### src/rtl/regs_dump_if.sv
// ============================================================================
// Module   : regs_dump_if
// Purpose  : Command, register-file read port and output stream of regs_dump.
// Revision : 1.0 - initial release
// ============================================================================
`timescale 1ns/1ps
`default_nettype none

interface regs_dump_if #(
    parameter int n  = 8,
    parameter int AW = 5
);
    logic          start;
    logic [AW-1:0] first;
    logic [AW-1:0] last;
    logic [AW-1:0] Raddr;
    logic [n-1:0]  Rdata;
    logic          busy;
    logic          done;
    logic          out_valid;
    logic          out_ready;
    logic [AW-1:0] out_addr;
    logic [n-1:0]  out_data;

    modport master (
        input  start, first, last, Rdata, out_ready,
        output Raddr, busy, done, out_valid, out_addr, out_data
    );

    modport slave (
        output start, first, last, Rdata, out_ready,
        input  Raddr, busy, done, out_valid, out_addr, out_data
    );
endinterface

`default_nettype wire

### src/rtl/regs_dump.sv
// ============================================================================
// Module   : regs_dump
// Purpose  : Walks a wrapping register range through the regs read port and
//            streams (address, data) pairs out on a valid/ready channel.
// Revision : 1.0 - initial release
// ============================================================================
`timescale 1ns/1ps
`default_nettype none

module regs_dump #(
    parameter int n  = 8,
    parameter int AW = 5
) (
    input  logic          clk,
    input  logic          reset,
    regs_dump_if.master   bus
);

    typedef enum logic [1:0] {
        S_IDLE  = 2'd0,
        S_ISSUE = 2'd1,
        S_DRAIN = 2'd2,
        S_DONE  = 2'd3
    } state_t;

    localparam logic [AW-1:0] c_ADDR_ONE = {{(AW-1){1'b0}}, 1'b1};
    localparam logic [AW:0]   c_REM_ONE  = {{AW{1'b0}}, 1'b1};

    state_t        r_state;
    logic [AW-1:0] r_raddr;
    logic [AW:0]   r_remaining;
    logic          r_infl;
    logic [AW-1:0] r_infl_addr;
    logic [1:0]    r_cnt;
    logic [AW-1:0] r_h_addr;
    logic [n-1:0]  r_h_data;
    logic [AW-1:0] r_t_addr;
    logic [n-1:0]  r_t_data;

    logic          w_pop;
    logic          w_push;
    logic          w_issue;
    logic [2:0]    w_occ;
    logic [1:0]    w_cnt_next;
    logic [n-1:0]  w_push_data;
    logic [AW-1:0] w_span;

    assign w_pop       = (r_cnt != 2'd0) && bus.out_ready;
    assign w_push      = r_infl;
    // Buffered words plus the read in flight, less the word leaving now,
    // must leave room for the read being issued.
    assign w_occ       = {1'b0, r_cnt} + {2'b00, r_infl} - {2'b00, w_pop};
    assign w_issue     = (r_state == S_ISSUE) && (w_occ < 3'd2);
    assign w_cnt_next  = r_cnt + {1'b0, w_push} - {1'b0, w_pop};
    assign w_push_data = (r_infl_addr == '0) ? '0 : bus.Rdata;
    assign w_span      = bus.last - bus.first;

    assign bus.Raddr     = r_raddr;
    assign bus.busy      = (r_state != S_IDLE);
    assign bus.done      = (r_state == S_DONE);
    assign bus.out_valid = (r_cnt != 2'd0);
    assign bus.out_addr  = r_h_addr;
    assign bus.out_data  = r_h_data;

    always_ff @(posedge clk) begin
        if (reset) begin
            r_state     <= S_IDLE;
            r_raddr     <= '0;
            r_remaining <= '0;
            r_infl      <= 1'b0;
            r_infl_addr <= '0;
            r_cnt       <= 2'd0;
            r_h_addr    <= '0;
            r_h_data    <= '0;
            r_t_addr    <= '0;
            r_t_data    <= '0;
        end else begin
            r_infl      <= w_issue;
            r_infl_addr <= r_raddr;

            case ({w_push, w_pop})
                2'b10: begin
                    if (r_cnt == 2'd0) begin
                        r_h_addr <= r_infl_addr;
                        r_h_data <= w_push_data;
                    end else begin
                        r_t_addr <= r_infl_addr;
                        r_t_data <= w_push_data;
                    end
                end
                2'b01: begin
                    r_h_addr <= r_t_addr;
                    r_h_data <= r_t_data;
                end
                2'b11: begin
                    if (r_cnt == 2'd1) begin
                        r_h_addr <= r_infl_addr;
                        r_h_data <= w_push_data;
                    end else begin
                        r_h_addr <= r_t_addr;
                        r_h_data <= r_t_data;
                        r_t_addr <= r_infl_addr;
                        r_t_data <= w_push_data;
                    end
                end
                default: ;
            endcase
            r_cnt <= w_cnt_next;

            case (r_state)
                S_IDLE: begin
                    r_raddr <= '0;
                    if (bus.start) begin
                        r_raddr     <= bus.first;
                        r_remaining <= {1'b0, w_span} + c_REM_ONE;
                        r_state     <= S_ISSUE;
                    end
                end
                S_ISSUE: begin
                    if (w_issue) begin
                        r_raddr     <= r_raddr + c_ADDR_ONE;
                        r_remaining <= r_remaining - c_REM_ONE;
                        if (r_remaining == c_REM_ONE) begin
                            r_state <= S_DRAIN;
                        end
                    end
                end
                S_DRAIN: begin
                    // Looking at next occupancy puts done right after the final accept.
                    if (w_cnt_next == 2'd0) begin
                        r_state <= S_DONE;
                    end
                end
                S_DONE: begin
                    r_raddr <= '0;
                    r_state <= S_IDLE;
                end
                default: r_state <= S_IDLE;
            endcase
        end
    end

endmodule

`default_nettype wire

### src/flat_wrapper.sv
// flat-port wrapper written by rule: the top's interface ports become plain ports
module regs_dump_flat 
#(
    parameter int n  = 8,
    parameter int AW = 5
)
  (clk, reset, bus_start, bus_first, bus_last, bus_Rdata, bus_out_ready, bus_Raddr, bus_busy, bus_done, bus_out_valid, bus_out_addr, bus_out_data);
  regs_dump_if #(.n(n), .AW(AW)) bus_i ();
  input  logic clk;
  input  logic reset;
  input wire logic [$bits(bus_i.start)-1:0] bus_start;
  input wire logic [$bits(bus_i.first)-1:0] bus_first;
  input wire logic [$bits(bus_i.last)-1:0] bus_last;
  input wire logic [$bits(bus_i.Rdata)-1:0] bus_Rdata;
  input wire logic [$bits(bus_i.out_ready)-1:0] bus_out_ready;
  output wire logic [$bits(bus_i.Raddr)-1:0] bus_Raddr;
  output wire logic [$bits(bus_i.busy)-1:0] bus_busy;
  output wire logic [$bits(bus_i.done)-1:0] bus_done;
  output wire logic [$bits(bus_i.out_valid)-1:0] bus_out_valid;
  output wire logic [$bits(bus_i.out_addr)-1:0] bus_out_addr;
  output wire logic [$bits(bus_i.out_data)-1:0] bus_out_data;
  assign bus_i.start = bus_start;
  assign bus_i.first = bus_first;
  assign bus_i.last = bus_last;
  assign bus_i.Rdata = bus_Rdata;
  assign bus_i.out_ready = bus_out_ready;
  assign bus_Raddr = bus_i.Raddr;
  assign bus_busy = bus_i.busy;
  assign bus_done = bus_i.done;
  assign bus_out_valid = bus_i.out_valid;
  assign bus_out_addr = bus_i.out_addr;
  assign bus_out_data = bus_i.out_data;
  regs_dump #(.n(n), .AW(AW)) u_core (.clk(clk), .reset(reset), .bus(bus_i));
endmodule
### config.mk
export PLATFORM = sky130hd
export DESIGN_NAME = regs_dump_flat
export DESIGN_NICKNAME = d
export VERILOG_FILES = /design/src/rtl/regs_dump_if.sv /design/src/rtl/regs_dump.sv /design/src/flat_wrapper.sv
export SDC_FILE = /design/constraint.sdc
export NUM_CORES = 1
export LEC_CHECK = 0
export BUFFER_PORTS_ARGS = -buffer_cell sky130_fd_sc_hd__clkbuf_2
export CAP_MARGIN = 20
export CORE_ASPECT_RATIO = 1.2
export CORE_MARGIN = 10
export CORE_UTILIZATION = 45
export DETAILED_ROUTE_END_ITERATION = 10
export PLACE_DENSITY = 0.64
export SLEW_MARGIN = 20
export SYNTH_ARGS = -nofsm -noshare
export SYNTH_HDL_FRONTEND = slang
export SYNTH_SLANG_ARGS = --single-unit
### constraint.sdc
create_clock -name clk -period 3.8 [get_ports clk]
set_clock_uncertainty 0.05 [all_clocks]
set_input_delay 0.38 -clock clk [delete_from_list [all_inputs] [get_ports clk]]
set_output_delay 0.38 -clock clk [all_outputs]
set_load 0.1 [all_outputs]
Yosys cells after proc, flatten, opt, wreduce, memory -nomap -nowiden
Cells that the tools add are included.

Bits in registers: 47. Word-level logic and storage cells: 75. Output and inout port bits: 21.

$add $sub $neg: 8. Reductions and logical operators: 17. Magnitude comparators: 1. Eq/ne operators: 15. Multiplexer cells: 24.

Operators by type and width (number): 8-bit two-way mux (5); 5-bit two-way mux (6); 5-bit one-hot mux with 3 select lines (2); 8-bit one-hot mux with 3 select lines (1); 8-bit one-hot mux with 2 select lines (1); 6-bit two-way mux (2); 6-bit one-hot mux with 2 select lines (1); 5-bit one-hot mux with 2 select lines (1); 2-bit equality test, second input constant (4); 2-bit two-way mux (4); 2-bit != test, second input constant (4); 2-bit one-hot mux with 4 select lines (1); 2-bit nonzero test (4); 5-bit by 1-bit adder with 6-bit output, second input constant (1); 2-bit by 1-bit equality test with 1-bit output, second input constant (3); 6-bit by 1-bit equality test with 1-bit output, second input constant (1); 2-bit logical NOT (3); 2-bit by 1-bit != test with 1-bit output, second input constant (3); 3-bit AND reduction (2); 3-bit nonzero test (2); 6-bit by 1-bit subtractor with 6-bit output, second input constant (1); 5-bit by 1-bit adder with 5-bit output, second input constant (1); 5-bit logical NOT (1); 5-bit subtractor (1); 8 further kinds (10).

Longest topological paths before layout
Depth after elaboration: 7. Depth in mapped cells: 14.

Worst setup path before layout
OpenSTA, ideal clock, no wires.

Path kind: reg-to-reg. From: register u_core.r_cnt[1]. To: register u_core.r_remaining[2]. Data required time: 3622 ps. Arrival time: 3311 ps. Buffers on the path: 1. Setup slack: 311 ps. Stages on the path, launching flop included: 15. Cell sequence: dfxtp_1 > or2_1 > nand2_1 > inv_1 > ha_1 > inv_1 > ha_1 > inv_1 > fa_1 > nand2_1 > o31ai_1 > buf_2 > o21ai_0 > a22oi_1 > nor2_1.

Cells in the longest elaborated chain, start to end: 7. Elaborated cells between the ends (all ways): 8. Those cells by class: add/sub: 2; order compare: 1; eq/ne: 1; reduce/logical: 4.

RTL lines: from (decl) (RTL line regs_dump.sv:34) `logic [1:0] r_cnt;`; from (signal assigned) (RTL line regs_dump.sv:108) `r_cnt <= w_cnt_next;`; 2-bit nonzero test; net bus_out_valid (RTL line flat_wrapper.sv:19) `output wire logic [$bits(bus_i.out_valid)-1:0] bus_out_valid;`; 1-bit logical AND (RTL line regs_dump.sv:48) `assign w_pop = (r_cnt != 2'd0) && bus.out_ready;`; 3-bit by 1-bit subtractor with 3-bit output (RTL line regs_dump.sv:52) `assign w_occ = {1'b0, r_cnt} + {2'b00, r_infl} - {2'b00, w_pop};`; 3-bit by 2-bit less-than comparator with 1-bit output (RTL line regs_dump.sv:53) `assign w_issue = (r_state == S_ISSUE) && (w_occ < 3'd2);`; 1-bit logical AND (RTL line regs_dump.sv:53); 2-bit by 1-bit != test with 1-bit output (no line); 3-bit AND reduction (no line); to (signal assigned) (RTL line regs_dump.sv:115) `r_remaining <= {1'b0, w_span} + c_REM_ONE;`; to (signal assigned) (RTL line regs_dump.sv:122) `r_remaining <= r_remaining - c_REM_ONE;`; to (decl) (RTL line regs_dump.sv:31) `logic [AW:0] r_remaining;`.

The timed path passes the listed nets, and every way through them passes these cells. A chain may end at the register's enable or synchronous reset.

Worst setup path in the final report
From: register u_core.r_cnt[1]. To: register u_core.r_remaining[4].

Cells in the longest elaborated chain, start to end: 7. Elaborated cells between the ends (all ways): 8. Those cells by class: add/sub: 2; order compare: 1; eq/ne: 1; reduce/logical: 4.

RTL lines (RTL line): parallel branches: the longest is 2 deep, another holds 2-bit by 1-bit adder with 3-bit output; 3-bit by 1-bit subtractor with 3-bit output (*) (regs_dump.sv:52); 3-bit by 2-bit less-than comparator with 1-bit output (*) (regs_dump.sv:53); 1-bit logical AND (*) (regs_dump.sv:53); 2-bit by 1-bit != test with 1-bit output (no line) (*); 3-bit AND reduction (no line) (*).

Every way passes the cells marked *.

==> key figures <==
Status
  – Outcome: completed

Yosys
  – Mapped Area: 2450 µm²
  – YS warnings: 0
  – Synthesized flop and latch total: 47
  – Synth cell types: 45
  – Post-synth EDFFs: 0
  – Register area share after synthesis: between 30 and 40%
  – Syn Nets: ~330
  – Synthesized instance count: between 200 and 300
  – Area leader, netlist: dfxtp_1
  – Async SR Flop Fraction: 0%
  – Ranking of synthesized cells by area: dfxtp_1 38%, ha_1 8.7%, a211oi_1 5.8%
  – Post-synth top area share: between 30% and 40%
  – Predominant post-synthesis flop cell: dfxtp_1
  – Mean Syn Cell Area: 8.62 µm²

Timing
  – Tcrit/Tclk final: 77.9%
  – Slew HR: 28.8%
  – Final setup vio count: 0
  – Worst-margin pin slew: 1070 ps
  – Count of pins over their slew limit: 0
  – Period minus WS final: 2960 ps
  – Sum Neg Setup Slack: 0 ps
  – Setup repair after global routing missed its margin: no
  – F_max: 0.338 GHz
  – Fin. Hold Viols: 0

Clocking
  – Num CTS Buffers: 5
  – Clk_lat worst skew: 290 ps
  – CTS tree: done
  – CTS Hold Bufs: 0
  – CTS max path bufs: 2
  – CTS clk-pin slew, worst paths: 90 ps
  – H-Tree Depth: 2
  – CTS Root Cell: clkbuf_8
  – Clock sink count: 47
  – Post CTS Setup Buffer Count: 0
  – Post_cts resized: 0

Drt
  – Via-to-Cell Ratio: 5.37
  – Residual DRC count: 0
  – Via count: 2,061
  – Final ANT Viol Nets: 0
  – First-pass DRT Iterations: 4
  – Drt total wl: 5210 µm
  – Initial DRC count: 55
  – Wire per inst: 13.6 µm

Finish
  – Nets: around 360
  – Layout cells sized above 1: 18.6%
  – Number of inserted diodes: 0
  – Filler Cells Inserted: 540
  – Area grow syn2layout: 14.9%
  – Most frequent cells in the layout: 47 x dfxtp_1, 42 x clkbuf_2, 31 x nand2_1
  – Most common cell after layout, fill and taps aside: dfxtp_1

Worst setup path
  – Data required time at the worst endpoint: around 4000 ps
  – Worst-path cell with the longest stage delay: fa_1
  – Depth of the worst register-to-register path: 13
  – Setup crit start kind: register
  – Crit path top cell by count: inv_1
  – CP max stage delay: 560 ps
  – Critical path endpoint category: register
  – Critical path type: register to register
  – Critical Path AT: 3150 ps
  – CP Cell Sequence: or2_1, nand2_1, inv_1, ha_1, inv_1, ha_1, inv_1, fa_1, nand2_1, o31ai_1, buf_4, a21boi_0, o221a_2
  – Max FO, Critical Path: 11

Placed design
  – Buffers added on ports: 42
  – Placer Congestion: between 0.7 and 0.8
  – Detailed Place HPWL: 3950 µm

Floorplanning
  – Total die area: 8800 µm²
  – Initial Utilization: 46.2%
  – Die H: 101 µm
  – Die width: slightly below 90 µm
  – Core area: 5300 µm²
  – Io pins: 43
  – # rows: 29

Global routing
  – Vias in the first global route: 1,889
  – Initial antenna violation count: 0
  – Global-route wire length before repair: 8490 µm
  – Final global-route overflow total: 0
  – Largest net degree at the start of global routing: 48
  – Total GRT Usage: 11.6%

Min path
  – Worst hold-check path type: input port to register
  – Hold path depth: 3

Job
  – Max-Cap Viols: 0
[final timing paths]
check,slack (ps),from,to
hold reg to reg,410,u_core.r_t_data[1],u_core.r_t_data[1]
hold / removal,280,bus_Rdata[0],u_core.r_t_data[0]
setup reg to reg,840,u_core.r_cnt[1],u_core.r_remaining[4]
setup / recovery,840,u_core.r_cnt[1],u_core.r_remaining[4]
[critical path, delay by kind of cell, from the launching register on]
family / cells / cell delay (ps)
compound gates: 3 / 620
fa+ha+maj: 3 / 950
flops: 1 / 390
buf+inv: 4 / 410
simple gates: 3 / 500
[final cells by class]
cell class / count / area, µm² / area share, %
clock buffers: 6 / 82.6 / 2.94
multi-input cells: 207 / 1390 / 49.4
clock inverters: 2 / 35.0 / 1.25
inverters: 16 / 60.1 / 2.14
repair buffers: 44 / 225 / 8.01
flip-flops and latches: 47 / 941 / 33.5
well taps: 62 / 77.6 / 2.76
[sequential cells by signal (all words and copies together) (netlist names)]
signal,cells
u_core.bus.out_data,8
u_core.r_infl,1
u_core.r_state,2
u_core.r_cnt,2
u_core.r_infl_addr,5
u_core.bus.out_addr,5
u_core.r_remaining,6
u_core.bus.Raddr,5
u_core.r_t_addr,5
u_core.r_t_data,8
[Yosys cell counts, drive strengths merged, types with 4 or more instances]
| library cell | count |
|---|---|
| o21ai | 4 |
| a211oi | 19 |
| nand2 | 31 |
| nor3 | 6 |
| dfxtp | 47 |
| a21oi | 19 |
| xnor2 | 7 |
| inv | 16 |
| mux2i | 4 |
| nor2b | 8 |
| a22oi | 17 |
| ha | 17 |
| clkbuf | 11 |
| nor2 | 26 |
| nand3 | 13 |
[cell families (layout without fill, tap and decap cells)]
kind of cell | after synthesis | in the layout | share of synthesized area (%)
buffers and inverters | 30 | 68 | 4.75
flip-flops | 47 | 47 | 38.4
AND/OR/NAND/NOR | 99 | 99 | 19.2
AO/OA/AOI/OAI | 75 | 75 | 21.7
multiplexers | 4 | 4 | 1.64
XOR/XNOR | 10 | 10 | 3.89
adder cells (fa/ha/maj) | 19 | 19 | 10.3
[metrics by stage]
step	setup WS [ps]	hold slack [ps]	util (%)	instances	cell area, µm²
6_report	841	285	53.1	384	2810
5_1_grt	580	290	53.1	384	2810
4_1_cts	823	269	53.1	384	2810
3_5_place_dp	846	393	50.9	376	2690
3_3_place_gp	921	387	50.9	376	2690
2_1_floorplan	311	382	-	284	2450
[routing by layer]
layer | up-vias | global-route usage, % | routed length, µm | share of wire, %
li1 | 1077 | - | - | -
met2 | 38 | 19.4 | 2580 | 50
met1 | 944 | 13.7 | 2300 | 44
met4 | 0 | 3.69 | 30 | 0.58
met5 | - | 0 | 0 | 0
met3 | 2 | 3.40 | 299 | 5.7
Power is left out: the tool's default activity adds up to more than one toggle a clock period on the data nets, which glitch-free logic cannot reach.
